**config.mk**
```make
export PLATFORM = sky130hd
export DESIGN_NAME = pipeline_stall_ctrl_flat
export DESIGN_NICKNAME = d
export VERILOG_FILES = /design/src/rtl/hazard_pkg.sv /design/src/rtl/pipeline_stall_ctrl_if.sv /design/src/rtl/pipeline_stall_ctrl_sat_counter.sv /design/src/rtl/pipeline_stall_ctrl.sv /design/src/flat_wrapper.sv
export SDC_FILE = /design/constraint.sdc
export NUM_CORES = 1
export LEC_CHECK = 0
export BUFFER_PORTS_ARGS = -buffer_cell sky130_fd_sc_hd__buf_2
export CAP_MARGIN = 10
export CORE_ASPECT_RATIO = 2
export CORE_MARGIN = 1
export CORE_UTILIZATION = 45
export DETAILED_ROUTE_END_ITERATION = 16
export PLACE_DENSITY = 0.82
export SLEW_MARGIN = 20
export SYNTH_ARGS = -nofsm -noshare
export SYNTH_HDL_FRONTEND = slang
export SYNTH_SLANG_ARGS = --single-unit
```
**constraint.sdc**
```tcl
create_clock -name clk -period 3.2 [get_ports clk]
set_clock_uncertainty 0.1 [all_clocks]
set_input_delay 0.64 -clock clk [delete_from_list [all_inputs] [get_ports clk]]
set_output_delay 0.64 -clock clk [all_outputs]
set_load 0.01 [all_outputs]
```
**src/rtl/hazard_pkg.sv**
```systemverilog
// hazard_pkg: types and helpers shared by the hazard path
// (stall/flush sequencer and forwarding unit).
package hazard_pkg;

   localparam logic [4:0] REG_ZERO = 5'h00;

   // Wide enough for any memory timeout limit up to 255.
   localparam int TMO_W = 8;

   typedef enum logic [1:0] {
      RUN      = 2'd0,
      MEM_WAIT = 2'd1,
      MD_WAIT  = 2'd2
   } state_e;

   typedef enum logic [2:0] {
      C_NONE  = 3'd0,
      C_MEM   = 3'd1,
      C_MD    = 3'd2,
      C_REDIR = 3'd3,
      C_LDUSE = 3'd4
   } cause_e;

   function automatic logic load_use(
      input logic       ld,
      input logic [4:0] rd,
      input logic [4:0] rs1,
      input logic [4:0] rs2
   );
      return ld && (rd != REG_ZERO) && ((rd == rs1) || (rd == rs2));
   endfunction

endpackage

```
**src/rtl/pipeline_stall_ctrl_if.sv**
```systemverilog
// pipeline_stall_ctrl_if: hazard inputs from the pipeline and the
// stall/flush/status outputs of the sequencer.
interface pipeline_stall_ctrl_if #(
   parameter int CNT_W = 32
);

   logic             LoadE;
   logic [4:0]       RD_E;
   logic [4:0]       Rs1_D;
   logic [4:0]       Rs2_D;
   logic             PCSrcE;
   logic             MemReqM;
   logic             MemReadyM;
   logic             MdStartE;
   logic             MdDoneE;
   logic             StallF;
   logic             StallD;
   logic             StallE;
   logic             StallM;
   logic             FlushD;
   logic             FlushE;
   logic             FlushM;
   logic             FlushW;
   logic             MemTimeout;
   logic [CNT_W-1:0] StallCnt;

   // Pipeline side: reports hazard sources, obeys stalls/flushes.
   modport master (
      output LoadE, RD_E, Rs1_D, Rs2_D, PCSrcE,
      output MemReqM, MemReadyM, MdStartE, MdDoneE,
      input  StallF, StallD, StallE, StallM,
      input  FlushD, FlushE, FlushM, FlushW,
      input  MemTimeout, StallCnt
   );

   // Sequencer side.
   modport slave (
      input  LoadE, RD_E, Rs1_D, Rs2_D, PCSrcE,
      input  MemReqM, MemReadyM, MdStartE, MdDoneE,
      output StallF, StallD, StallE, StallM,
      output FlushD, FlushE, FlushM, FlushW,
      output MemTimeout, StallCnt
   );

endinterface

```
**src/rtl/pipeline_stall_ctrl_sat_counter.sv**
```systemverilog
// sat_counter: up-counter with synchronous clear that holds at
// all-ones instead of wrapping.
module sat_counter #(
   parameter int W = 8
) (
   input  logic         clk,
   input  logic         rst,
   input  logic         clear,
   input  logic         inc,
   output logic [W-1:0] count
);

   // Clear wins over increment; increment stops at all-ones.
   always_ff @(posedge clk) begin
      if (!rst) begin
         count <= '0;
      end else if (clear) begin
         count <= '0;
      end else if (inc && (count != '1)) begin
         count <= count + W'(1);
      end
   end

endmodule

```
**src/rtl/pipeline_stall_ctrl.sv**
```systemverilog
// pipeline_stall_ctrl: stall/flush sequencer for the 5-stage pipeline,
// covering hazards that forwarding cannot resolve.
module pipeline_stall_ctrl
   import hazard_pkg::*;
#(
   parameter int MEM_TIMEOUT = 255,
   parameter int CNT_W       = 32
) (
   input  logic                 clk,
   input  logic                 rst,
   pipeline_stall_ctrl_if.slave hz
);

   state_e           state;
   state_e           state_n;
   cause_e           cause;
   cause_e           late_cause;
   logic             mem_hit;
   logic             md_hit;
   logic             lu_hit;
   logic [TMO_W-1:0] tmo_cnt;
   logic             tmo_clr;
   logic             tmo_inc;
   logic             tmo_set;

   assign mem_hit = hz.MemReqM & ~hz.MemReadyM;
   assign md_hit  = hz.MdStartE & ~hz.MdDoneE;
   assign lu_hit  = load_use(hz.LoadE, hz.RD_E, hz.Rs1_D, hz.Rs2_D);

   // Redirect beats load-use: the Decode instruction is discarded anyway.
   assign late_cause = hz.PCSrcE ? C_REDIR :
                       lu_hit    ? C_LDUSE : C_NONE;

   // State register; reset abandons any outstanding wait.
   always_ff @(posedge clk) begin
      if (!rst) begin
         state <= RUN;
      end else begin
         state <= state_n;
      end
   end

   // Next state and the winning cause for this cycle.
   always_comb begin
      state_n = state;
      cause   = C_NONE;
      unique case (state)
         RUN: begin
            if (mem_hit) begin
               cause   = C_MEM;
               state_n = MEM_WAIT;
            end else if (md_hit) begin
               cause   = C_MD;
               state_n = MD_WAIT;
            end else begin
               cause = late_cause;
            end
         end
         MEM_WAIT: begin
            if (!hz.MemReadyM) begin
               cause = C_MEM;
            end else if (md_hit) begin
               cause   = C_MD;
               state_n = MD_WAIT;
            end else begin
               cause   = late_cause;
               state_n = RUN;
            end
         end
         MD_WAIT: begin
            if (!hz.MdDoneE) begin
               cause = C_MD;
            end else begin
               cause   = late_cause;
               state_n = RUN;
            end
         end
         default: state_n = RUN;
      endcase
   end

   // Per-stage stall/flush decode; reset drains every stage to bubbles.
   always_comb begin
      hz.StallF = 1'b0;
      hz.StallD = 1'b0;
      hz.StallE = 1'b0;
      hz.StallM = 1'b0;
      hz.FlushD = 1'b0;
      hz.FlushE = 1'b0;
      hz.FlushM = 1'b0;
      hz.FlushW = 1'b0;
      if (!rst) begin
         hz.FlushD = 1'b1;
         hz.FlushE = 1'b1;
         hz.FlushM = 1'b1;
         hz.FlushW = 1'b1;
      end else begin
         unique case (cause)
            C_MEM: begin
               hz.StallF = 1'b1;
               hz.StallD = 1'b1;
               hz.StallE = 1'b1;
               hz.StallM = 1'b1;
               hz.FlushW = 1'b1;
            end
            C_MD: begin
               hz.StallF = 1'b1;
               hz.StallD = 1'b1;
               hz.StallE = 1'b1;
               hz.FlushM = 1'b1;
            end
            C_REDIR: begin
               hz.FlushD = 1'b1;
               hz.FlushE = 1'b1;
            end
            C_LDUSE: begin
               hz.StallF = 1'b1;
               hz.StallD = 1'b1;
               hz.FlushE = 1'b1;
            end
            default: ;
         endcase
      end
   end

   // Count restarts when a wait begins and advances per MEM_WAIT cycle.
   assign tmo_clr = (state == RUN) & mem_hit;
   assign tmo_inc = (state == MEM_WAIT);
   assign tmo_set = (state == MEM_WAIT) & ~hz.MemReadyM &
                    (tmo_cnt >= TMO_W'(MEM_TIMEOUT - 1));

   sat_counter #(.W(TMO_W)) u_tmo_cnt (
      .clk   (clk),
      .rst   (rst),
      .clear (tmo_clr),
      .inc   (tmo_inc),
      .count (tmo_cnt)
   );

   // Sticky timeout flag; only reset clears it.
   always_ff @(posedge clk) begin
      if (!rst) begin
         hz.MemTimeout <= 1'b0;
      end else if (tmo_set) begin
         hz.MemTimeout <= 1'b1;
      end
   end

   sat_counter #(.W(CNT_W)) u_stall_cnt (
      .clk   (clk),
      .rst   (rst),
      .clear (1'b0),
      .inc   (hz.StallF),
      .count (hz.StallCnt)
   );

endmodule

```
**src/flat_wrapper.sv**
```systemverilog
// flat-port wrapper written by rule: the top's interface ports become plain ports
module pipeline_stall_ctrl_flat import hazard_pkg::*;
#(
   parameter int MEM_TIMEOUT = 255,
   parameter int CNT_W       = 32
)
  (clk, rst, hz_LoadE, hz_RD_E, hz_Rs1_D, hz_Rs2_D, hz_PCSrcE, hz_MemReqM, hz_MemReadyM, hz_MdStartE, hz_MdDoneE, hz_StallF, hz_StallD, hz_StallE, hz_StallM, hz_FlushD, hz_FlushE, hz_FlushM, hz_FlushW, hz_MemTimeout, hz_StallCnt);
  pipeline_stall_ctrl_if #(.CNT_W(CNT_W)) hz_i ();
  input  logic clk;
  input  logic rst;
  input wire logic [$bits(hz_i.LoadE)-1:0] hz_LoadE;
  input wire logic [$bits(hz_i.RD_E)-1:0] hz_RD_E;
  input wire logic [$bits(hz_i.Rs1_D)-1:0] hz_Rs1_D;
  input wire logic [$bits(hz_i.Rs2_D)-1:0] hz_Rs2_D;
  input wire logic [$bits(hz_i.PCSrcE)-1:0] hz_PCSrcE;
  input wire logic [$bits(hz_i.MemReqM)-1:0] hz_MemReqM;
  input wire logic [$bits(hz_i.MemReadyM)-1:0] hz_MemReadyM;
  input wire logic [$bits(hz_i.MdStartE)-1:0] hz_MdStartE;
  input wire logic [$bits(hz_i.MdDoneE)-1:0] hz_MdDoneE;
  output wire logic [$bits(hz_i.StallF)-1:0] hz_StallF;
  output wire logic [$bits(hz_i.StallD)-1:0] hz_StallD;
  output wire logic [$bits(hz_i.StallE)-1:0] hz_StallE;
  output wire logic [$bits(hz_i.StallM)-1:0] hz_StallM;
  output wire logic [$bits(hz_i.FlushD)-1:0] hz_FlushD;
  output wire logic [$bits(hz_i.FlushE)-1:0] hz_FlushE;
  output wire logic [$bits(hz_i.FlushM)-1:0] hz_FlushM;
  output wire logic [$bits(hz_i.FlushW)-1:0] hz_FlushW;
  output wire logic [$bits(hz_i.MemTimeout)-1:0] hz_MemTimeout;
  output wire logic [$bits(hz_i.StallCnt)-1:0] hz_StallCnt;
  assign hz_i.LoadE = hz_LoadE;
  assign hz_i.RD_E = hz_RD_E;
  assign hz_i.Rs1_D = hz_Rs1_D;
  assign hz_i.Rs2_D = hz_Rs2_D;
  assign hz_i.PCSrcE = hz_PCSrcE;
  assign hz_i.MemReqM = hz_MemReqM;
  assign hz_i.MemReadyM = hz_MemReadyM;
  assign hz_i.MdStartE = hz_MdStartE;
  assign hz_i.MdDoneE = hz_MdDoneE;
  assign hz_StallF = hz_i.StallF;
  assign hz_StallD = hz_i.StallD;
  assign hz_StallE = hz_i.StallE;
  assign hz_StallM = hz_i.StallM;
  assign hz_FlushD = hz_i.FlushD;
  assign hz_FlushE = hz_i.FlushE;
  assign hz_FlushM = hz_i.FlushM;
  assign hz_FlushW = hz_i.FlushW;
  assign hz_MemTimeout = hz_i.MemTimeout;
  assign hz_StallCnt = hz_i.StallCnt;
  pipeline_stall_ctrl #(.MEM_TIMEOUT(MEM_TIMEOUT), .CNT_W(CNT_W)) u_core (.clk(clk), .rst(rst), .hz(hz_i));
endmodule
```
# After elaboration in Yosys (flattened, before gate mapping)
# Index checks and enable logic that the tools add are counted.
# op_classes
n_addsub	2
order_cmp	1
n_eq_ne	13
muxes	26
n_bitwise	8
reduce_logical	12
# op_table
operator	n
32-bit by 1-bit adder with 32-bit output (second input constant)	1
32-bit != test (second input constant)	1
3-bit two-way mux	6
1-bit two-way mux	13
5-bit == test	2
2-bit two-way mux	5
3-bit one-hot mux with 3 select lines	1
8-bit by 1-bit adder with 8-bit output (second input constant)	1
8-bit greater-or-equal comparator (second input constant)	1
8-bit != test (second input constant)	1
3-bit by 2-bit == test with 1-bit output (second input constant)	2
2-bit one-hot mux with 3 select lines	1
2-bit OR reduction	3
1-bit AND	5
5-bit nonzero test	1
1-bit logical AND	4
2-bit != test (second input constant)	2
3-bit by 1-bit == test with 1-bit output (second input constant)	1
3-bit == test (second input constant)	1
3-bit by 1-bit != test with 1-bit output (second input constant)	1
1-bit NOT	3
3-bit AND reduction	1
3-bit OR reduction	1
2-bit by 1-bit == test with 1-bit output (second input constant)	1
3 further kinds	3
# totals
reg_bits	43
in_bits	23
output_inout_bits	41
elab_cells	66

# Depth between registers and ports, before layout
# depth
word_depth	13
mapped_depth	11
ltp_nobuf	7

# Hierarchy
# A second synthesis with hierarchy kept.
# unflattened
cells_unflattened	315
area_unflattened_um2	2593.7
# by_module_without_submodules
module	n_inst	cells_per_inst	area_each_um2	seq_area_each_um2
sat_counter (u_core.u_stall_cnt)	1	203	1667.8	640.6
pipeline_stall_ctrl	1	66	504.2	60.1
sat_counter (u_core.u_tmo_cnt)	1	46	421.7	160.2

# Worst setup path after synthesis
# Ideal clock, no wire load.
# synth_path
kind	input port to output port
from	input hz_MdDoneE
to	output hz_StallF
arrival_ns	1.791
required_ns	2.460
setup_slack_ns	0.669
path_stages	6
path_buffers	1
path_cell_list	nand2b_1 -> nand3b_1 -> a2111oi_2 -> nand2_1 -> a21oi_1 -> buf_4
# synth_via
elab_chain_cells	9
word_cells_on_any_way	13
cone_classes	3 x eq/ne; 7 x mux; 2 x bitwise; 1 x reduce/logical
# synth_lines
element	line	source
from (decl)	flat_wrapper.sv:19	input wire logic [$bits(hz_i.MdDoneE)-1:0] hz_MdDoneE;
1-bit NOT	pipeline_stall_ctrl.sv:27	assign md_hit = hz.MdStartE & ~hz.MdDoneE;
1-bit AND	pipeline_stall_ctrl.sv:27	
3-bit two-way mux	pipeline_stall_ctrl.sv:52, pipeline_stall_ctrl.sv:62	
3-bit two-way mux, on equally long branches	pipeline_stall_ctrl.sv:60, pipeline_stall_ctrl.sv:49	
3-bit one-hot mux with 3 select lines (*)	pipeline_stall_ctrl.sv:47	unique case (state)
3-bit == test (tied with other cells)	--	
3-bit OR reduction (no source line) (*)	--	
1-bit two-way mux (*) (2 in a row)	--	
to (decl)	flat_wrapper.sv:20	output wire logic [$bits(hz_i.StallF)-1:0] hz_StallF;
# Every way passes the cells marked *; elsewhere a longest branch is shown, timed or not.

# Final worst setup path
# layout_path
from	input hz_MemReadyM
to	output hz_StallD
# layout_via
elab_chain_cells	8
word_cells_on_any_way	11
cone_classes	3 x eq/ne; 5 x mux; 2 x bitwise; 1 x reduce/logical
# layout_lines
element	line	source
from (decl)	flat_wrapper.sv:17	input wire logic [$bits(hz_i.MemReadyM)-1:0] hz_MemReadyM;
1-bit NOT	pipeline_stall_ctrl.sv:26	assign mem_hit = hz.MemReqM & ~hz.MemReadyM;
1-bit AND	pipeline_stall_ctrl.sv:26	
3-bit two-way mux	pipeline_stall_ctrl.sv:49	if (mem_hit) begin
3-bit one-hot mux with 3 select lines (*)	pipeline_stall_ctrl.sv:47	
3-bit == test (tied with other cells)	pipeline_stall_ctrl.sv:98	unique case (cause)
3-bit OR reduction (no source line) (*)	--	
1-bit two-way mux (*)	pipeline_stall_ctrl.sv:98	
1-bit two-way mux (*)	pipeline_stall_ctrl.sv:92	if (!rst) begin
to (decl)	flat_wrapper.sv:21	output wire logic [$bits(hz_i.StallD)-1:0] hz_StallD;
# Marks and branches as above.

==> flow_summary.toml <==
[run_status]
run_status = "finished, final reports clean"

[timing]
finalSetupViolations = 0
timing.final.hold_violations = 0
rsz0062_at_grt = "no"
relSlewSlack_pct = 65.71
finalCritPeriodShare_pct = 85.09
setup-tns-final_ps = 0
timing.final.max_slew_violations = 0
f_max_mhz = 367.2
period_needed_ps = 2723
worst-slew-pin-transition_ps = 514.3

[pwr]
power.leakage_uw = 0.001127
vdd_ir_drop_max_mv = 0.4038
netSwitchingFraction_pct = 27.21
powerDensity_mw_per_mm2 = 387.0
power_frac_seq_pct = 50.7
power.clock.fraction_pct = 35.5
power.combinational.fraction_pct = 13.8
total_switching_power_uw = 298.7
p_int_uw = 799.0

[logic_synthesis]
postSynth.asyncResetShare_pct = 0
synth_largest_area_cell = "sky130_fd_sc_hd__dfxtp_1"
synthTopCellsByArea = "sky130_fd_sc_hd__dfxtp_1, sky130_fd_sc_hd__a21oi_1, sky130_fd_sc_hd__xnor2_1"
synth-warning-count = 0
synth_enable_flop_cells = 0
synthesized_instance_count = 303
netlist-cell-type-count = 45
synth_nets = 329
synth_largest_type_area_fraction_pct = 35.78
synth-seq-area-share_pct = 35.78
yosys_register_bits = 43
most_instantiated_flip_flop_cell_in_the_synthesis_netlist = "sky130_fd_sc_hd__dfxtp_1"
avgSynthCellArea_sq_um = 7.941
yosys.cell_count.top_type = "sky130_fd_sc_hd__dfxtp_1"
post_synth_instance_area_sq_mm = 0.002406
ys_top_cells_by_count = "sky130_fd_sc_hd__dfxtp_1, sky130_fd_sc_hd__nand2_1, sky130_fd_sc_hd__a21oi_1"

[worst_setup_path]
max_stage_delay_ps = 290
crit_fanout = 8
timing.critical_path.buf_inv = 2
ordered_list_of_cells_on_the_worst_path = "buf_2 > nor2b_1 > a31oi_1 > a2111oi_2 > nand2_1 > a21oi_1 > buf_2"
worst_r2r_path_depth = 7
setup.worst_path.class = "input port to output pin"
timing.critical_path.max_delay_family = "compound AO/OA/AOI/OAI gates"
crit-reg2reg-capture = "u_core.u_stall_cnt.count[13]"
crit_required_ps = 2460
rr_startpoint = "u_core.state[1]"
timing.critical_path.from_type = "input port"
critical-path-slowest-cell = "sky130_fd_sc_hd__a2111oi_2"
kind_of_capture_point_of_the_worst_setup_path = "output pin"
path_common_cell = "sky130_fd_sc_hd__buf_2"
critPathArrivalTime_ps = 1980
r2r_slack_ps = 620

[hold_path]
timing.hold.worst_path_depth = 2
min_to = "u_core.hz.MemTimeout"
min_delay_path_class = "flop to flop"
hp-start = "u_core.hz.MemTimeout"

[placed_design]
dp_cells = 412
port-buffer-count = 63
gp_congestion = 0.8584
place_area_sq_mm = 0.002733
hpwl_um = 4578

[die]
core_sq_mm = 0.005139
floorplan.initialDensity_pct = 46.82
fp.dieW_um = 53.71
ios = 64
placementRows = 37
die_outline_area_sq_mm = 0.005661
dieHeight_um = 105.4

[final_layout]
multi_input_area_sq_mm = 0.001439
layout.cell_area.non_filler_sq_mm = 0.002836
num-fill-cells = 482
area_occupied_by_registers_sq_um = 860.8
antenna_cells = 0
nets = 387
final-instance-count-excl-fill = 420
drive_gt1_share_pct = 22.38
syn2layout_area_growth_pct = 17.89

[drt]
num_vias = 2471
routedWlPerCell_um = 14.39
drtPass1Iterations = 5
route.antenna.remaining_nets = 0
route.detailed.vias_per_inst = 5.883
drt_drc_violations_left = 0
drt_first_iter_violations = 54
postRouteWirelength_um = 6043

[clocking]
cts_htree_levels = 2
post_cts_hold_buffer_count = 0
cts_buffers = 5
cts_setup_buffers = 0
clockRootBuffer = "sky130_fd_sc_hd__clkbuf_8"
tritoncts = "built"
max-clock-path-buffers = 2
clkTransAtPathRegs_ps = 80
postCtsResizedCells = 0
worstSkewPairLatency_ps = 310
cts.sink_count = 43

[grt]
antenna_found_initial = 0
grt_first_pass_wirelength_um = 9963
use_met1_pct = 21.92
use_met3_pct = 4.473
maximum_number_of_pins_on_one_net_before_global_route_repair = 31
globalRoute.totalOverflow = 0
tot_gr_track_use_pct = 23.14
grt_busiest_layer = "met2"
global_route_met2_usage_pct = 43.30
via_count_of_the_first_global_routing_pass = 2367

[flow_run]
maxCapViolCount = 0
-- worst max path at each step --
stage               cells past startpoint          from                           end
finish                                  7  hz_MemReadyM                     hz_StallD
floorplan                               6    hz_MdDoneE                     hz_StallF
detailed placement                      8    hz_MdDoneE  u_core.u_stall_cnt.count[13]
global route                            7  hz_MemReadyM                     hz_StallD
global placement                        8    hz_MdDoneE  u_core.u_stall_cnt.count[21]
CTS                                     7    hz_MdDoneE                     hz_StallF
-- registers in the layout, summed over array words and instances (netlist names) --
register and count:
u_core.hz.MemTimeout 1, u_core.state 2, u_core.u_stall_cnt.count 32, u_core.u_tmo_cnt.count 8
-- cells in the final DEF, fill, tap and decap left out, types with 4 or more instances in the layout --
master	count
sky130_fd_sc_hd__clkbuf_8	7
sky130_fd_sc_hd__and3_1	7
sky130_fd_sc_hd__dfxtp_1	43
sky130_fd_sc_hd__or4_1	13
sky130_fd_sc_hd__nor2_1	27
sky130_fd_sc_hd__and2_1	4
sky130_fd_sc_hd__buf_2	63
sky130_fd_sc_hd__or3_1	12
sky130_fd_sc_hd__xor2_1	5
sky130_fd_sc_hd__nand2_1	30
sky130_fd_sc_hd__o31ai_1	9
sky130_fd_sc_hd__nand3_1	18
sky130_fd_sc_hd__o21ai_0	17
sky130_fd_sc_hd__inv_1	6
sky130_fd_sc_hd__nand4_1	11
sky130_fd_sc_hd__nand2b_1	8
sky130_fd_sc_hd__mux2i_1	4
sky130_fd_sc_hd__xnor2_1	14
sky130_fd_sc_hd__a21oi_1	28
-- worst min-delay path, stage by stage (launching register included) --
cell and delay (ps):
sky130_fd_sc_hd__dfxtp_1 340, sky130_fd_sc_hd__a21oi_1 40, sky130_fd_sc_hd__nor2_1 80
-- metrics by stage --
step,util (%),hold WS (ps),power (uW),worst slack (ps)
after floorplan,-,353.9,674.1,668.7
after global placement,53.18,362.1,715.3,418.0
after detailed placement,53.18,361.5,719.4,328.9
after CTS,55.20,392.0,1103,496.1
after global routing,55.20,419.3,1136,349.2
final,55.20,390.2,1098,477.0
-- power groups by stage --
stage	combinational, uW	clock (uW)	sequential [uW]
2_1_floorplan	109	0	565
3_3_place_gp	147	0	568
3_5_place_dp	151	0	569
4_1_cts	152	395	556
5_1_grt	167	412	558
6_report	151	390	556
-- layer usage --
layer | wire length (um) | part of all wire, % | vias up
met3 | 265 | 4.4 | 12
li1 | - | - | 1219
met5 | 0 | 0 | -
met1 | 2228 | 37 | 1168
met2 | 3397 | 56 | 72
met4 | 152 | 2.5 | 0
-- cell type report --
cell class / count / share of cell area, %
multi-input cells: 239 / 50.73
flip-flops and latches: 43 / 30.35
repair buffers: 66 / 11.91
clock buffers: 7 / 3.397
well taps: 58 / 2.558
inverters: 6 / 0.7940
clock inverters: 1 / 0.2647
-- cell families after synthesis --
logic type	Yosys count	share of synthesized area, %
AOI/OAI and AO/OA	70	17.78
muxes	5	2.132
xor gates and xnor gates	19	6.916
buffers and inverters	21	4.420
DFF	43	35.78
and+or+nand+nor	142	31.41
adders and majority gates	3	1.560
Power figures use the tool's default switching activity.
